**src/rtl/wrr_arb_ack.sv**
```systemverilog
// Weighted round-robin arbiter with a registered grant and an acknowledge
// handshake. Each requester gets up to max(weight,1) acknowledged grants per
// round before priority rotates past it. A grant is held until it is
// acknowledged or its request is withdrawn.
module wrr_arb_ack #(
    parameter int  CLIENTS  = 4,
    parameter int  WEIGHT_W = 4,
    localparam int ID_W     = (CLIENTS > 1) ? $clog2(CLIENTS) : 1
) (
    input  logic                        clk,
    input  logic                        rst_n,
    input  logic [CLIENTS-1:0]          req,
    input  logic [CLIENTS*WEIGHT_W-1:0] weight_cfg,
    input  logic                        grant_ack,
    output logic [CLIENTS-1:0]          grant,
    output logic                        grant_valid,
    output logic [ID_W-1:0]             grant_id
);

    typedef enum logic {
        IDLE  = 1'b0,
        GRANT = 1'b1
    } state_t;

    state_t              state_q, state_d;
    logic [ID_W-1:0]     ptr_q, ptr_d;
    logic [WEIGHT_W-1:0] credit_q [CLIENTS];
    logic [WEIGHT_W-1:0] credit_d [CLIENTS];
    logic [CLIENTS-1:0]  grant_d;
    logic [ID_W-1:0]     grant_id_d;
    logic [CLIENTS-1:0]  elig;
    logic                rearb;
    logic                found;
    logic [ID_W-1:0]     cand;

    // A weight of zero still earns one grant per round.
    function automatic logic [WEIGHT_W-1:0] eff_weight(input logic [WEIGHT_W-1:0] w);
        return (w == '0) ? WEIGHT_W'(1) : w;
    endfunction

    // Rotate an index by one with wrap-around at CLIENTS.
    function automatic logic [ID_W-1:0] next_idx(input logic [ID_W-1:0] w);
        return (w == ID_W'(CLIENTS - 1)) ? '0 : w + ID_W'(1);
    endfunction

    // Next-state, credit/pointer update and winner selection.
    always_comb begin
        state_d    = state_q;
        ptr_d      = ptr_q;
        credit_d   = credit_q;
        grant_d    = grant;
        grant_id_d = grant_id;
        rearb      = 1'b0;
        elig       = '0;
        found      = 1'b0;
        cand       = '0;

        case (state_q)
            IDLE: begin
                // A stray ack while idle has no effect.
                rearb = |req;
            end
            GRANT: begin
                if (grant_ack) begin
                    // Ack wins over a same-cycle request drop.
                    credit_d[grant_id] = credit_q[grant_id] - WEIGHT_W'(1);
                    ptr_d = (credit_q[grant_id] == WEIGHT_W'(1)) ? next_idx(grant_id) : grant_id;
                    rearb = 1'b1;
                end else if (!req[grant_id]) begin
                    // Withdrawal: no credit spent, priority moves on.
                    ptr_d = next_idx(grant_id);
                    rearb = 1'b1;
                end
            end
            default: begin
                state_d = IDLE;
            end
        endcase

        if (rearb) begin
            for (int i = 0; i < CLIENTS; i++) begin
                elig[i] = req[i] && (credit_d[i] != '0);
            end
            // Round exhausted for every requester: start a fresh round now.
            if ((elig == '0) && (req != '0)) begin
                for (int i = 0; i < CLIENTS; i++) begin
                    credit_d[i] = eff_weight(weight_cfg[i*WEIGHT_W +: WEIGHT_W]);
                end
                elig = req;
            end
            // First eligible index at or above ptr, wrapping to the bottom.
            for (int k = 0; k < CLIENTS; k++) begin
                if (int'(ptr_d) + k >= CLIENTS) begin
                    cand = ID_W'(int'(ptr_d) + k - CLIENTS);
                end else begin
                    cand = ID_W'(int'(ptr_d) + k);
                end
                if (!found && elig[cand]) begin
                    found      = 1'b1;
                    grant_id_d = cand;
                end
            end
            if (found) begin
                grant_d = CLIENTS'(1) << grant_id_d;
                state_d = GRANT;
            end else begin
                grant_d    = '0;
                grant_id_d = '0;
                state_d    = IDLE;
            end
        end
    end

    // FSM state register.
    always_ff @(posedge clk or negedge rst_n) begin
        if (!rst_n) begin
            state_q <= IDLE;
        end else begin
            state_q <= state_d;
        end
    end

    // Credits, round-robin pointer and registered grant outputs.
    always_ff @(posedge clk or negedge rst_n) begin
        if (!rst_n) begin
            ptr_q       <= '0;
            grant       <= '0;
            grant_valid <= 1'b0;
            grant_id    <= '0;
            for (int i = 0; i < CLIENTS; i++) begin
                credit_q[i] <= '0;
            end
        end else begin
            ptr_q       <= ptr_d;
            grant       <= grant_d;
            grant_valid <= |grant_d;
            grant_id    <= grant_id_d;
            for (int i = 0; i < CLIENTS; i++) begin
                credit_q[i] <= credit_d[i];
            end
        end
    end

endmodule

```
**config.mk**
```make
export PLATFORM = sky130hd
export DESIGN_NAME = wrr_arb_ack
export DESIGN_NICKNAME = d
export VERILOG_FILES = /design/src/rtl/wrr_arb_ack.sv
export SDC_FILE = /design/constraint.sdc
export NUM_CORES = 1
export LEC_CHECK = 0
export CAP_MARGIN = 20
export CORE_ASPECT_RATIO = 0.9
export CORE_UTILIZATION = 51
export DETAILED_ROUTE_END_ITERATION = 12
export DONT_BUFFER_PORTS = 1
export PLACE_DENSITY = 0.7
export SKIP_LAST_GASP = 1
export SLEW_MARGIN = 10
export SYNTH_ARGS = -nofsm -noshare
export SYNTH_HDL_FRONTEND = slang
export SYNTH_SLANG_ARGS = --single-unit
```
**constraint.sdc**
```tcl
create_clock -name clk -period 3.7 [get_ports clk]
set_clock_uncertainty 0.15 [all_clocks]
set_input_delay 0.555 -clock clk [delete_from_list [all_inputs] [get_ports clk]]
set_output_delay 0.555 -clock clk [all_outputs]
set_load 0.02 [all_outputs]
```
Word level (Yosys, flattened, before mapping)
Index checks and enable logic that the tools add are counted.
- flip-flop bits (word level): 26
- input port bits: 23
- output and inout bits: 7
- word-level logic and storage cells: 117
- add/sub/neg operators: 9
- magnitude comparators: 11
- eq/ne operators: 2
- shift-type cells: 1
- mux-type cells: 59
- bitwise logic cells: 2
- reductions and logical operators: 24
- operator list (operator ; count):
    16-bit 2-to-1 mux ; 4
    4-bit 2-to-1 mux ; 11
    2-bit 2-to-1 mux ; 19
    4-bit logical NOT ; 5
    4-bit nonzero test ; 5
    16-bit bitwise mux ; 1
    1-bit 2-to-1 mux ; 16
    2-bit by 3-bit < comparator with 1-bit output, second input constant ; 5
    3-bit >= comparator, second input constant ; 4
    1-bit binary-select mux with 2-bit select ; 5
    1-bit logical AND ; 9
    4-bit binary-select mux with 2-bit select ; 1
    4-bit demux with 2-bit select ; 1
    4-bit OR reduction ; 2
    2-bit by 1-bit subtractor with 2-bit output, second input constant ; 4
    2-bit by 2-bit adder with 3-bit output, second input constant ; 2
    4-bit by 1-bit equality test with 1-bit output, second input constant ; 1
    1-bit by 2-bit left shift with 4-bit output, first input constant ; 1
    4-bit by 1-bit subtractor with 4-bit output, second input constant ; 1
    2-bit by 1-bit adder with 3-bit output, second input constant ; 1
    2-bit by 3-bit >= comparator with 1-bit output, second input constant ; 1
    1-bit logical NOT ; 3
    3-bit by 1-bit < comparator with 1-bit output, second input constant ; 1
    2-bit inverter with 3-bit output ; 1
    4 further kinds ; 4

Longest topological paths before layout
- depth in word-level cells: 34
- mapped depth: 14
- depth with buffers taken out: 12

Least setup slack after synthesis
No wires, ideal clock.
- path kind: register to register
- from: register grant_id[0]
- to: register grant[1]
- library setup time: 0.121 ns
- arrival: 3.354 ns
- required time: 3.429 ns
- setup slack: 0.075 ns
- stages on the path, launching flop included: 14
- path buffers: 1
- clock period less this slack: 3.625 ns
- path through: dfrtp_1 buf_6 mux4_2 inv_1 ha_1 xnor2_4 nand4_4 o211ai_2 a41oi_2 and2_1 a211oi_2 a211oi_2 nor2b_1 a22o_1
- word-level cells in the longest chain between the ends: 33
- elaborated cells on any way between the ends: 87
- classes of those cells: add/sub (9); order compare (6); eq/ne (2); shift (1); mux (51); bitwise (1); reduce/logical (17)
- ends and longest elaborated chain (what ; RTL line ; text):
    start: declaration ; 17 ; output logic [ID_W-1:0] grant_id
    start signal: assignment ; 137 ; grant_id <= grant_id_d;
    2-bit inverter with 3-bit output (not written as such) ; 66, 67 ;
    4-bit binary-select mux with 2-bit select (tied with other cells) ; 66, 67 ;
    4-bit 2-to-1 mux (not written as such) or 1-bit logical AND (tied branches) ; 66, 67 ;
    4-bit 2-to-1 mux, on equally long branches ; 66, 67 ;
    4-bit by 1-bit subtractor with 4-bit output or 4-bit demux with 2-bit select (tied branches) ; 66 ; credit_d[grant_id] = credit_q[grant_id] - WEIGHT_W'(1);
    16-bit bitwise mux ; 66 ;
    16-bit 2-to-1 mux ; 64 ; if (grant_ack) begin
    16-bit 2-to-1 mux ; 58 ; case (state_q)
    (+18 left out) ; -- ;
    1-bit logical NOT ; 98 ; if (!found && elig[cand]) begin
    1-bit logical AND ; 98 ;
    2-bit 2-to-1 mux ; 98 ;
    2-bit 2-to-1 mux ; 80 ; if (rearb) begin
    1-bit by 2-bit left shift with 4-bit output ; 104 ; grant_d = CLIENTS'(1) << grant_id_d;
    4-bit 2-to-1 mux ; 103 ; if (found) begin
    4-bit 2-to-1 mux (*) ; 80 ;
    via grant_d[1] ; 29 ; logic [CLIENTS-1:0] grant_d;
    end signal: assignment ; 135 ; grant <= grant_d;
    end: declaration ; 15 ; output logic [CLIENTS-1:0] grant,
The timed path passes the listed nets; every way through them passes the cells marked *. The select of a mux whose other input is x is not followed.
A chain may end at the register's enable or synchronous reset.

Final worst setup path
- from: register grant_id[0]
- to: register grant[3]
The elaborated chain is that of the path after synthesis.

==> results.py <==
metrics = {
    "run_status": {
        "status": "finished clean",
    },
    "drt": {
        "post-route-drc-count": 0,
        "viasPerCell": 6.25,
        "first_pass_iters": 4,
        "wl_per_cell_um": 17.3,
        "postRouteWirelength_um": 4800,
        "drtAntennaViolNets": 0,
        "drt-initial-drc-count": 145,
        "vias": 1730,
    },
    "worst_setup_path": {
        "end_kind": "flip-flop",
        "slowest_stage": "mux4_2",
        "cp_common_cell": "o21ai_1",
        "required_ps": 3710,
        "path_cells": "mux4_2 -> inv_1 -> ha_2 -> xnor2_4 -> nand4_4 -> o211ai_4 -> a41oi_4 -> nor2b_1 -> o21ai_1 -> a21oi_2 -> o31ai_4 -> o21ai_1",
        "ff2ff_path_depth": 12,
        "cp_max_fo": 7,
        "cp-start-kind": "flip-flop",
        "cp.arrival_ps": 3520,
        "slowest_delay_ps": 530,
        "path_class": "flip-flop to flip-flop",
    },
    "cells_and_area": {
        "areaGrowthSynthToFinish_pct": 11.8,
        "n_fill_cell": 318,
        "fin_nets": 261,
        "fin_util_pct": 59.6,
        "antenna_cells": 0,
        "drive_gt1_share_pct": 16.5,
    },
    "sta": {
        "setup_violations": 0,
        "finalCritPeriodShare_pct": 94.7,
        "min_period_ps": 3500,
        "tightestPinTransition_ps": 538,
        "relSlewSlack_pct": 64.1,
        "hold_violations": 0,
        "fmax_ghz": 0.285,
        "setup_tns_ps": 0,
        "timing.final.max_slew_violations": 0,
        "finalWorstSetupSlack_ps": 197,
    },
    "logic_synthesis": {
        "yosysTopAreaCellShare_pct": 32.7,
        "synth_area_per_cell_sq_um": 8.80,
        "ys.flop_type": "dfrtp_1",
        "syn_inst": 226,
        "synth.cell_area_sq_um": 1990,
        "syn_nets": 255,
        "synth_seq_cells": 26,
        "yosys-top-cells-area": "dfrtp_1, nand2_1, o21ai_1",
        "synth_most_common_cell": "nand2_1",
        "seq_area_frac_synth_pct": 32.7,
        "yosysWarnings": 0,
        "synth_top_cell_by_area": "dfrtp_1",
        "synth_edf_count": 0,
        "async_reset_ff_share_pct": 100,
        "synth_common_cells": "nand2_1, dfrtp_1, nor2_1",
        "synth_cell_types": 52,
    },
    "clocking": {
        "cts_tree": "done",
        "cts_sinks": 26,
        "cts_max_level": 1,
        "cts_buffers": 3,
        "clockBufferDepth": 2,
        "cts_root_buffer": "clkbuf_8",
        "clock_latency_ps": 280,
        "clk_pin_slew_ps": 100,
    },
    "global_route": {
        "grt_busiest_layer": "met1",
        "grt_use_met1_pct": 34.9,
        "grt_antenna_before_repair": 0,
        "gr-usage-met2_pct": 33.7,
        "grt_max_degree": 33,
        "use_met3_pct": 6.48,
        "grt_pass1_wl_um": 7220,
        "grt_pass1_vias": 1505,
        "grt-ovfl-total": 0,
        "grt_use_total_pct": 23.4,
    },
    "power": {
        "ir_worst_vdd_uv": 374,
        "p_leak_uw": 0.000859,
        "power.density_nw_per_um2": 1050,
    },
    "floorplan": {
        "die_y_um": 61.3,
        "die_x_um": 67.8,
        "initial_core_util_pct": 53.3,
        "die-area_sq_um": 4150,
        "ios": 30,
        "core.rowCount": 21,
        "core_area_sq_um": 3730,
    },
    "hold_path": {
        "worstHoldPathType": "input port to flip-flop",
        "hold_depth": 2,
    },
    "placement": {
        "routabilityCongestion": 0.893,
        "dp_slack_ps": 76.7,
        "hpwlAfterDp_um": 3500,
        "numPortBuffers": 0,
    },
    "run": {
        "cap_violations": 0,
    },
}
[worst max-delay path, delay by kind of cell (launching register included)]
family	cells	cell delay [ps]
adders and majority gates	1	220
DFF	1	450
muxes	1	530
buffers and inverters	1	90
xor gates and xnor gates	1	160
and+or+nand+nor	2	450
AOI/OAI and AO/OA	6	1330
[layer usage]
metal	up-vias	part of all wire (%)	routed length, um
met3	6	7.5	361
li1	844	-	-
met1	812	48	2290
met4	0	0.96	46
met5	-	0	0
met2	68	44	2100
[metrics by stage]
| stage | cells | instance area, sq um | total power (uW) | hold slack [ps] |
|---|---|---|---|---|
| after floorplan | 226 | 1990 | 1700 | 109 |
| after global placement | 266 | 2030 | 1970 | 110 |
| after detailed placement | 266 | 2030 | 1990 | 110 |
| after CTS | 272 | 2130 | 2240 | 236 |
| after global routing | 277 | 2220 | 2520 | 228 |
| final | 277 | 2220 | 2330 | 237 |
[power by group]
group	internal, uW	total, uW	switching (uW)
combinational	630	1520	894
sequential	416	570	153
clock	145	240	94.6
total	1190	2330	1140
[area by class of cell]
cell class | count | area [sq um] | share of cell area [%]
timing repair buffer | 11 | 97.6 | 4.39
sequential | 26 | 652 | 29.3
inverter | 7 | 26.3 | 1.18
tap | 46 | 57.6 | 2.59
multi-input combinational | 183 | 1320 | 59.3
clock buffer | 3 | 41.3 | 1.86
clock inverter | 1 | 30.0 | 1.35
[registers in the layout, indices dropped and copies added, names as in the netlist]
signal	flops
state_q	1
ptr_q	2
credit_q	16
grant_id	2
grant	4
grant_valid	1
[layout by cell type, fill, tap and decap left out, types with 2 or more instances in the layout]
master / Yosys / routed
a211oi_2: 2 / 2
a21oi_1: 18 / 18
a21oi_2: 2 / 2
a22o_1: 2 / 2
a31oi_1: 2 / 2
a41oi_4: 1 / 3
and2_1: 3 / 3
buf_4: 0 / 9
clkbuf_8: 0 / 3
dfrtp_1: 26 / 25
ha_1: 6 / 5
inv_1: 5 / 5
mux2i_1: 6 / 6
mux4_2: 4 / 4
nand2_1: 32 / 32
nand2b_1: 3 / 3
nand3_1: 5 / 5
nand4_1: 3 / 3
nor2_1: 23 / 22
nor2b_1: 3 / 3
nor3_1: 7 / 7
nor4_1: 4 / 4
o211a_1: 3 / 3
o211ai_4: 1 / 4
o21ai_0: 5 / 5
o21ai_1: 22 / 22
o22ai_1: 2 / 2
[cells by family after synthesis]
group	after synthesis	share of synthesized area, %
and+or+nand+nor	89	21.6
DFF	26	32.7
adders and majority gates	6	3.77
muxes	10	7.55
buffers and inverters	17	3.71
xor gates and xnor gates	2	1.82
AOI/OAI and AO/OA	76	28.9
[final timing paths]
path	start	endpoint	slack, ps
worst min-delay path	weight_cfg[2]	credit_q[14]$_DFF_PN0_	240
max in group asynchronous	rst_n	grant_id[0]$_DFFE_PN0N_	2690
min in group asynchronous	rst_n	credit_q[13]$_DFF_PN0_	550
worst min register to register	credit_q[4]$_DFF_PN0_	credit_q[4]$_DFF_PN0_	430
worst max register to register	grant_id[0]$_DFFE_PN0N_	grant[3]$_DFF_PN0_	200
worst max-delay path	grant_id[0]$_DFFE_PN0N_	grant[3]$_DFF_PN0_	200
[repair_timing]
item,4_1_cts,5_1_grt
gates resized for setup,0,7
setup endpoints to repair,0,6
setup buffers,0,5
endpoints found under the hold margin,26,0
hold buffers,2,0
(Power assumes the default switching activity.)
